## src/rtl/imm_gen_pipe.sv

```systemverilog
// Registered immediate generator with a valid/ready skid buffer and a saturating bad-format counter.
// Define IMMGEN_ZIMM_EN to decode ImmSrc=101 as the CSR zimm format; otherwise 101 is flagged unsupported.
module imm_gen_pipe #(
    parameter int unsigned XLEN  = 32,
    parameter int unsigned TAG_W = 32,
    parameter int unsigned CNT_W = 8
) (
    input  logic             clk,
    input  logic             rst_n,
    input  logic             in_valid,
    output logic             in_ready,
    input  logic [31:0]      instr,
    input  logic [2:0]       ImmSrc,
    input  logic [TAG_W-1:0] tag_in,
    output logic             out_valid,
    input  logic             out_ready,
    output logic [XLEN-1:0]  ImmOp,
    output logic [TAG_W-1:0] tag_out,
    output logic             imm_err,
    output logic [CNT_W-1:0] err_cnt
);

    localparam logic [2:0] SRC_I = 3'b000;
    localparam logic [2:0] SRC_S = 3'b001;
    localparam logic [2:0] SRC_B = 3'b010;
    localparam logic [2:0] SRC_U = 3'b011;
    localparam logic [2:0] SRC_J = 3'b100;
`ifdef IMMGEN_ZIMM_EN
    localparam logic [2:0] SRC_Z = 3'b101;
`endif

    typedef struct packed {
        logic [XLEN-1:0]  imm;
        logic [TAG_W-1:0] tag;
        logic             err;
    } item_t;

    logic [31:0]      imm32;
    logic             new_err;
    item_t            new_item;
    logic             accept;
    logic             unused_instr_bits;

    item_t            main_q, main_d;
    logic             main_valid_q, main_valid_d;
    item_t            skid_q, skid_d;
    logic             skid_full_q, skid_full_d;
    logic             in_ready_q, in_ready_d;
    logic [CNT_W-1:0] err_cnt_q, err_cnt_d;

    assign unused_instr_bits = ^instr[6:0];

    // 32-bit immediate per format; every format carries its sign in bit 31 (zimm has it clear)
    always_comb begin
        imm32   = '0;
        new_err = 1'b0;
        case (ImmSrc)
            SRC_I:   imm32 = {{20{instr[31]}}, instr[31:20]};
            SRC_S:   imm32 = {{20{instr[31]}}, instr[31:25], instr[11:7]};
            SRC_B:   imm32 = {{19{instr[31]}}, instr[31], instr[7], instr[30:25], instr[11:8], 1'b0};
            SRC_U:   imm32 = {instr[31:12], 12'b0};
            SRC_J:   imm32 = {{11{instr[31]}}, instr[31], instr[19:12], instr[20], instr[30:21], 1'b0};
`ifdef IMMGEN_ZIMM_EN
            SRC_Z:   imm32 = {27'b0, instr[19:15]};
`endif
            default: new_err = 1'b1;
        endcase
    end

    assign new_item.imm = XLEN'($signed(imm32));
    assign new_item.tag = tag_in;
    assign new_item.err = new_err;
    assign accept       = in_valid && in_ready_q;

    // Skid control: main drains or refills from skid; a held main pushes new arrivals into skid
    always_comb begin
        main_d       = main_q;
        main_valid_d = main_valid_q;
        skid_d       = skid_q;
        skid_full_d  = skid_full_q;
        err_cnt_d    = err_cnt_q;
        if (!main_valid_q || out_ready) begin
            if (skid_full_q) begin
                main_d       = skid_q;
                main_valid_d = 1'b1;
                skid_full_d  = 1'b0;
            end else begin
                main_valid_d = accept;
                if (accept) begin
                    main_d = new_item;
                end
            end
        end else if (accept) begin
            skid_d      = new_item;
            skid_full_d = 1'b1;
        end
        if (accept && new_err && (err_cnt_q != '1)) begin
            err_cnt_d = err_cnt_q + CNT_W'(1);
        end
        in_ready_d = !skid_full_d;
    end

    always_ff @(posedge clk or negedge rst_n) begin
        if (!rst_n) begin
            main_q       <= '0;
            main_valid_q <= 1'b0;
            skid_q       <= '0;
            skid_full_q  <= 1'b0;
            in_ready_q   <= 1'b1;
            err_cnt_q    <= '0;
        end else begin
            main_q       <= main_d;
            main_valid_q <= main_valid_d;
            skid_q       <= skid_d;
            skid_full_q  <= skid_full_d;
            in_ready_q   <= in_ready_d;
            err_cnt_q    <= err_cnt_d;
        end
    end

    assign in_ready  = in_ready_q;
    assign out_valid = main_valid_q;
    assign ImmOp     = main_q.imm;
    assign tag_out   = main_q.tag;
    assign imm_err   = main_q.err;
    assign err_cnt   = err_cnt_q;

endmodule

```

## config.mk

```make
export PLATFORM = sky130hd
export DESIGN_NAME = imm_gen_pipe
export DESIGN_NICKNAME = d
export VERILOG_FILES = /design/src/rtl/imm_gen_pipe.sv
export SDC_FILE = /design/constraint.sdc
export NUM_CORES = 1
export LEC_CHECK = 0
export CAP_MARGIN = 20
export CORE_ASPECT_RATIO = 0.5
export CORE_UTILIZATION = 35
export DETAILED_ROUTE_END_ITERATION = 8
export MAX_ROUTING_LAYER = met4
export PLACE_DENSITY = 0.66
export SLEW_MARGIN = 10
export SYNTH_ARGS = -nofsm -noshare
export SYNTH_HDL_FRONTEND = slang
export SYNTH_SLANG_ARGS = --single-unit
```

## constraint.sdc

```tcl
create_clock -name clk -period 3.3 [get_ports clk]
set_input_delay 0.99 -clock clk [delete_from_list [all_inputs] [get_ports clk]]
set_output_delay 0.99 -clock clk [all_outputs]
set_load 0.02 [all_outputs]
```

# Word-level counts from Yosys, hierarchy flattened
# Index checks and enable logic that the tools add are counted.
word_totals:
  wordCells: 35
  reg_bits: 141
op_classes:
  n_addsub: 1
  eq_ne: 5
  reduce_logical: 11
  bitwise_logic: 1
  n_mux: 7
ops:
  columns: ["cell", "n"]
  rows:
  - ["case mux 32 bit (5 select lines)", 1]
  - ["2-to-1 mux 65 bit", 2]
  - ["adder 8 x 1 -> 8 bit (second input constant)", 1]
  - ["!= test 8 bit (second input constant)", 1]
  - ["== test 3 x 2 -> 1 bit (second input constant)", 2]
  - ["OR reduction 5 bit", 1]
  - ["2-to-1 mux 1 bit", 4]
  - ["AND reduction 2 bit", 2]
  - ["== test 3 x 1 -> 1 bit (second input constant)", 1]
  - ["== test 3 bit (second input constant)", 1]
  - ["logical AND 1 bit", 3]
  - ["logical NOT 3 bit", 1]
  - ["logical NOT 1 bit", 2]
  - ["nonzero test 2 bit", 1]
  - ["logical OR 1 bit", 1]
  - ["inverter 1 bit", 1]

# Depth between registers and ports, before layout
# Gate-level depths: netlist of run 1.
depth:
  word_depth: 5
  ltp_mapped: 8

# Worst setup path before layout of run 1
# OpenSTA, ideal clock, no wires.
synth_path:
  path_type: "input to register"
  from: "input ImmSrc[1]"
  to: "register err_cnt_q[5], in the netlist err_cnt[5]"
  setup_slack_ps: 1191
  t_required_ps: 3175
  arrival_time_ps: 1985
  path_buffers: 1
  cell_stages: 5
  path_cell_list: "buf_2 o2111a_2 nand4_2 nor2_1 mux2_2"
synth_via:
  elab_chain_cells: 5
  elab_cells_between_ends: 9
  cone_classes: "eq/ne: 4; mux: 1; reduce/logical: 4"
synth_lines:
  columns: ["element", "line_no", "text"]
  rows:
  - ["from (decl)", "13", "input logic [2:0] ImmSrc,"]
  - ["== test 3 bit (tied with other cells)", "57", "case (ImmSrc)"]
  - ["OR reduction 5 bit (no line) *", null, null]
  - ["2-to-1 mux 1 bit *", "57", null]
  - ["logical AND 1 bit * (2 in series)", "97", "if (accept && new_err && (err_cnt_q != '1)) begin"]
  - ["to (signal assigned)", "117", "err_cnt_q <= err_cnt_d;"]
  - ["to (decl)", "49", "logic [CNT_W-1:0] err_cnt_q, err_cnt_d;"]
# Mark *: on every way between the ends. The rest lies on a longest branch, timed or not.
# A chain may end at the register's enable or synchronous reset.

# Final worst setup path of run 1
layout_path:
  from: "register in_ready_q, in the netlist in_ready"
  to: "output in_ready"
layout_lines:
  columns: ["element", "line_no", "text"]
  rows:
  - ["from (decl)", "48", "logic in_ready_q, in_ready_d;"]
  - ["from (signal assigned)", "116", "in_ready_q <= in_ready_d;"]
  - ["to (decl)", "11", "output logic in_ready,"]
# No word-level cell between the ends.

==> results by group, run 1 <==
Cells and area
  – Final-layout fill cell count: 1,619
  – Layout cell share with drive strength beyond 1: 13.4%
  – Final nets: 793
  – Commonest non-fill, non-tap cells in the layout: 139 x dfrtp_1, 137 x clkdlybuf4s50_1, 108 x nand2_1
  – Area Growth Syn to Fin: 35.9%
  – Most common cell after layout, fill and taps aside: dfrtp_1
  – Ant. Diodes: 0

Synth
  – Post-Syn Instances: 593
  – Synth warn: 0
  – Syn Nets: 665
  – FF+latch count, synth: 141
  – Ys async rst share: 100%
  – Mapped cell area: 6230 sq um
  – Yosys cell types: 39
  – Ys flop type: dfrtp_1
  – Post-synthesis sequential area ratio: 56.6%
  – Syn avg cell area: 10.5 sq um
  – Number of enable flip-flop cells after synthesis: 0

Worst setup path
  – Critical-path maximum fanout: 4
  – Critical path class: reg2out
  – CP peak stage delay: 0.64 ns
  – Critical path launch point: in_ready$_DFF_PN1_
  – Largest delay share family, worst path: buffers and inverters
  – CP max stage cell: clkdlybuf4s50_1
  – Req. time, crit path: 2.31 ns
  – Worst Path Arrival: 1.63 ns
  – Crit end category: output port
  – Crit path cell chain: clkdlybuf4s50_1
  – Worst setup SP type: register
  – Worst r2r src: skid_full_q$_DFF_PN0_
  – WP buf/inv: 1

Global routing
  – Aggregate global-route resource usage: 18.4%
  – Pin count of the biggest net entering global routing: 49
  – First-pass GRT wire length: 25.3 mm
  – Total overflow reported by the global router: 0
  – Vias in the first global route: 4,953
  – Antenna violations before repair: 0

Power and ir drop
  – Clock share of power: 32.3%
  – Sequential share of power: 40.0%
  – Leak: 3.52 nW
  – Cell Pwr Density: 728 nW/um^2
  – Combinational fraction of design power: 27.7%
  – Tot Pwr: 6.16 mW
  – Switching Share: 31.6%
  – Worst IR Drop VDD: 0.456 mV
  – Switching power: 1.95 mW
  – Internal: 4.21 mW

Clocking
  – CTS tree: built
  – Post-CTS setup buffer count: 0
  – Bufs on Longest Clock Path: 2
  – TritonCTS Buffers: 17
  – Clock slew at the register clock pins of the worst setup and hold paths: 0.06 ns
  – # hold bufs at CTS: 0
  – Clock Latency Late Sink: 0.42 ns
  – Root Buffer: clkbuf_16
  – Post-CTS Resized: 0
  – # clock sinks: 141
  – Htree depth: 4

Timing
  – Max-slew violation count: 0
  – Headroom to the max-slew limit: 65.0%
  – Finish-stage setup viols: 0
  – Unrepaired setup endpoints after global routing: no
  – Final Hold Vio Count: 0
  – Fmax: 381 MHz
  – Fin crit period: 2.62 ns
  – Post-route clock period utilization: 79.5%
  – Setup Total Neg Slack: 0 ns
  – Max Clock Skew: 0.00627 ns
  – Tightest Pin Transition: 0.526 ns

Flow run
  – Max-Cap Viols: 0

Route
  – Via count: 4,873
  – Met2 Routed Length: 7.63 mm
  – Avg WL per Cell: 16.0 um
  – Routed met1 length: 6.88 mm
  – Met3 WL: 746 um
  – Vias per Instance: 5.03
  – Top routing layer in use: met4
  – DR DRC count: 0
  – DR pass1 iterations: 4
  – Routed wire length: 15.5 mm
  – Antenna viol nets, final: 0
  – DR iter-0 viols: 226

Floorplan
  – Initial Util: 35.8%
  – Io pins: 146
  – Chip Height: 96.4 um
  – Die ar.: 18,400 sq um
  – Rows: 34
  – Core ar.: 17,400 sq um
  – Die width: 191 um

Place
  – IO buf count: 138
  – RePlAce Congestion: 0.787
  – Hpwl dp: 10.5 mm

Worst hold path
  – Hold Crit Class: in2async

Run status
  – Status: completed
==> layer usage <==
layer / vias to the layer above / GRT usage (%)
li1: 2341 / -
met1: 2392 / 22.6
met2: 124 / 30.2
met3: 16 / 3.61
met4: 0 / 7.47
met5: - / -
==> power groups by stage <==
stage	combinational (mW)	clock, mW	sequential (mW)
after detailed placement	1.72	0	2.49
after global placement	1.69	0	2.47
after floorplan	0.628	0	2.74
after global routing	1.86	2.11	2.53
after CTS	1.73	2.04	2.47
final	1.70	1.99	2.47
==> cells by family after synthesis <==
kind of cell	Yosys count	synth area share [%]
compound gates	154	13.9
xor+xnor	3	0.422
fa+ha+maj	1	0.201
buf+inv	47	4.20
flops	141	56.6
mux	71	12.2
simple gates	176	12.5
==> path summary, 6_finish.rpt <==
check / slack (ns) / endpoint / cells after the start
max: 0.68 / in_ready / 1
min: 0.44 / ImmOp[6]$_DFFE_PN0P_ / 1
max reg2reg: 1.28 / ImmOp[6]$_DFFE_PN0P_ / 5
min reg2reg: 0.48 / tag_out[27]$_DFFE_PN0P_ / 2
max in group asynchronous: 2.11 / ImmOp[30]$_DFFE_PN0P_ / 2
min in group clk: 0.48 / tag_out[27]$_DFFE_PN0P_ / 2
==> area by class of cell <==
class                      count  area (sq um)  share of cell area (%)
clock buffer                  17           425                    5.02
clock inverter                15           186                    2.20
inverter                       2          7.51                  0.0887
multi-input combinational    405          2460                    29.0
sequential                   141          3530                    41.7
tap                          234           293                    3.46
timing repair buffer         154          1570                    18.5
==> registers in the layout, summed over array words and instances (netlist names) <==
name and count:
out_valid 1, tag_out 32, err_cnt 8, imm_err 1, ImmOp 32, skid_full_q 1
skid_q 65, in_ready 1
==> cells in the mapped netlist (all sizes together) (2+ instances only) <==
master	n	area, sq um
inv	2	7.51
a21oi	46	230
o21ai	76	384
and2	2	12.5
nor2	13	53.8
mux2i	33	330
xnor2	2	17.5
clkbuf	15	60.1
nand4	3	25.0
mux2	38	428
o211ai	20	150
nand2b	5	31.3
nand2	108	405
a221oi	4	35.0
a22oi	4	30.0
nand3	37	190
dfrtp	140	3500
and3	3	18.8
buf	30	194
==> per-stage QoR <==
step | area, sq um | hold WS, ns | instances | util [%] | worst slack [ns]
6_report | 8470 | 0.442 | 968 | 48.7 | 0.678
5_1_grt | 8470 | 0.447 | 968 | 48.7 | 0.636
4_1_cts | 8470 | 0.434 | 968 | 48.7 | 0.651
3_5_place_dp | 7860 | 0.465 | 936 | 45.1 | 0.471
3_3_place_gp | 7860 | 0.457 | 936 | 45.1 | 0.488
2_1_floorplan | 6230 | 0.445 | 593 | - | 1.19
Note: power is estimated with default switching activity, not from simulation.
==> run 2, diff against run 1 <==
--- a/config.mk
+++ b/config.mk
@@ -10,7 +10,7 @@
 export CORE_UTILIZATION = 35
 export DETAILED_ROUTE_END_ITERATION = 8
 export MAX_ROUTING_LAYER = met4
-export PLACE_DENSITY = 0.66
+export PLACE_DENSITY = 0.69
 export SLEW_MARGIN = 10
 export SYNTH_ARGS = -nofsm -noshare
 export SYNTH_HDL_FRONTEND = slang
==> constraint.sdc (replaced) <==
create_clock -name clk -period 2.2 [get_ports clk]
set_input_delay 0.66 -clock clk [delete_from_list [all_inputs] [get_ports clk]]
set_output_delay 0.66 -clock clk [all_outputs]
set_load 0.02 [all_outputs]
==> results by group, run 2 (synthesized netlist as in run 1, its figures left out) <==
Power and ir drop
  – Worst IR Drop VDD: 0.609 mV
  – Switching Share: 32.0%
  – Tot Pwr: 9.21 mW
  – Internal: 6.26 mW
  – Sequential share of power: 40.0%
  – Cell Pwr Density: 1060 nW/um^2
  – Switching power: 2.94 mW
  – Clock share of power: 31.3%
  – Combinational fraction of design power: 28.8%
  – Leak: 3.65 nW

Route
  – Antenna viol nets, final: 0
  – DR DRC count: 1
  – Avg WL per Cell: 16.1 um
  – DR pass1 iterations: 6
  – Top routing layer in use: met4
  – Met2 Routed Length: 7.95 mm
  – Via count: 4,948
  – Routed met1 length: 6.91 mm
  – Vias per Instance: 5.01
  – DR iter-0 viols: 244
  – Met3 WL: 769 um
  – Routed wire length: 15.9 mm

Global routing
  – First-pass GRT wire length: 25.5 mm
  – Pin count of the biggest net entering global routing: 45
  – Total overflow reported by the global router: 0
  – Antenna violations before repair: 0
  – Vias in the first global route: 4,917
  – Aggregate global-route resource usage: 18.7%

Timing
  – Unrepaired setup endpoints after global routing: no
  – Post-route clock period utilization: 97.5%
  – Hold Slack: 0.160 ns
  – Tightest Pin Transition: 0.642 ns
  – Final Hold Vio Count: 0
  – PnR worst setup slack: 0.0543 ns
  – Fin crit period: 2.15 ns
  – Fmax: 466 MHz
  – Headroom to the max-slew limit: 57.2%
  – Max Clock Skew: 0.0113 ns
  – Finish-stage setup viols: 0
  – Max-slew violation count: 0

Floorplan
  – Initial Util: 35.8%
  – Chip Height: 96.4 um
  – Rows: 34
  – Die width: 191 um
  – Core ar.: 17,400 sq um
  – Die ar.: 18,400 sq um
  – Io pins: 146

Worst hold path
  – Hold Crit Class: in2async

Cells and area
  – Ant. Diodes: 0
  – Layout cell share with drive strength beyond 1: 15.4%
  – Post-route insts no fill: 987
  – Max reg flops: 65
  – Commonest non-fill, non-tap cells in the layout: 139 x dfrtp_1, 133 x clkdlybuf4s50_1, 108 x nand2_1
  – Area Growth Syn to Fin: 38.7%
  – Final nets: 812
  – Largest reg by FF count: skid_q
  – Most common cell after layout, fill and taps aside: dfrtp_1
  – Final-layout fill cell count: 1,530

Worst setup path
  – Critical-path maximum fanout: 4
  – Req. time, crit path: 1.54 ns
  – Reg2Reg Depth: 5
  – Critical path class: reg2out
  – Largest delay share family, worst path: buffers and inverters
  – Worst Path Arrival: 1.49 ns
  – CP peak stage delay: 0.66 ns
  – Crit end category: output port
  – Crit. path cell count: 1
  – CP max stage cell: clkdlybuf4s50_1
  – Worst setup SP type: register
  – Crit path cell chain: clkdlybuf4s50_1
  – WP buf/inv: 1

Place
  – Pre-CTS setup slack: -0.0806 ns
  – Number of instances in the placed design: 955
  – Hpwl dp: 11.1 mm
  – IO buf count: 138
  – RePlAce Congestion: 0.859

Clocking
  – Clock slew at the register clock pins of the worst setup and hold paths: 0.06 ns
  – Htree depth: 4
  – Post-CTS setup buffer count: 0
  – Clock Latency Late Sink: 0.41 ns
  – # clock sinks: 141
  – Root Buffer: clkbuf_16
  – Bufs on Longest Clock Path: 2
  – TritonCTS Buffers: 17
  – CTS tree: built

Flow run
  – Max-Cap Viols: 0

Run status
  – Violations in the final reports: design-rule violations
  – Status: finished, violations left
run 2: repair_timing:
action / 4_1_cts / 5_1_grt
gates cloned: 0 / 0
endpoints found under the setup margin: 3 / 1
hold buffers: 0 / 0
resized for setup: 3 / 1
hold endpoints to repair: 0 / 0
run 2: layout make-up:
type                    instances  area (sq um)  share of cell area (%)
clock buffers                  18           429                    4.96
clock inverters                14           159                    1.84
inverters                       2          7.51                  0.0868
multi-input cells             405          2460                    28.4
flip-flops and latches        141          3530                    40.8
well taps                     234           293                    3.39
repair buffers                173          1770                    20.5
run 2: through the flow:
step	cell area, sq um	utilization, %	setup TNS (ns)
final	8640	49.7	0
after detailed placement	8060	46.3	-1.25
after global routing	8640	49.7	0
after floorplan	6230	-	0
after global placement	8060	46.3	-0.138
after CTS	8640	49.7	0
run 2: power groups by stage:
stage	sequential (mW)	combinational, mW	clock, mW
2_1_floorplan	4.10	0.943	0
3_3_place_gp	3.69	2.64	0
3_5_place_dp	3.72	2.69	0
4_1_cts	3.68	2.69	2.95
5_1_grt	3.76	2.88	3.07
6_report	3.68	2.65	2.88
run 2: worst paths after layout:
check | start | end | slack [ns]
setup / recovery | err_cnt[0]$_DFFE_PN0P_ | err_cnt[0] | 0.05
hold / removal | rst_n | ImmOp[13]$_DFFE_PN0P_ | 0.16
setup reg to reg | in_ready$_DFF_PN1_ | err_cnt[7]$_DFFE_PN0P_ | 0.63
hold reg to reg | tag_out[7]$_DFFE_PN0P_ | tag_out[7]$_DFFE_PN0P_ | 0.48
max in group asynchronous | rst_n | tag_out[15]$_DFFE_PN0P_ | 1.39
min in group clk | tag_out[7]$_DFFE_PN0P_ | tag_out[7]$_DFFE_PN0P_ | 0.48
run 2: metal layers:
layer,GRT usage (%),up-vias
met2,31.0,129
met4,6.33,0
li1,-,2378
met5,-,-
met1,22.5,2418
met3,4.63,23
==> run 3, diff against run 2 <==
--- a/config.mk
+++ b/config.mk
@@ -9,9 +9,9 @@
 export CORE_ASPECT_RATIO = 0.5
 export CORE_UTILIZATION = 35
 export DETAILED_ROUTE_END_ITERATION = 8
+export HOLD_SLACK_MARGIN = 0.05
 export MAX_ROUTING_LAYER = met4
 export PLACE_DENSITY = 0.69
-export SLEW_MARGIN = 10
 export SYNTH_ARGS = -nofsm -noshare
 export SYNTH_HDL_FRONTEND = slang
 export SYNTH_SLANG_ARGS = --single-unit
==> results of run 3 <==
The final DEF is identical to that of run 2; final timing and power are the same.
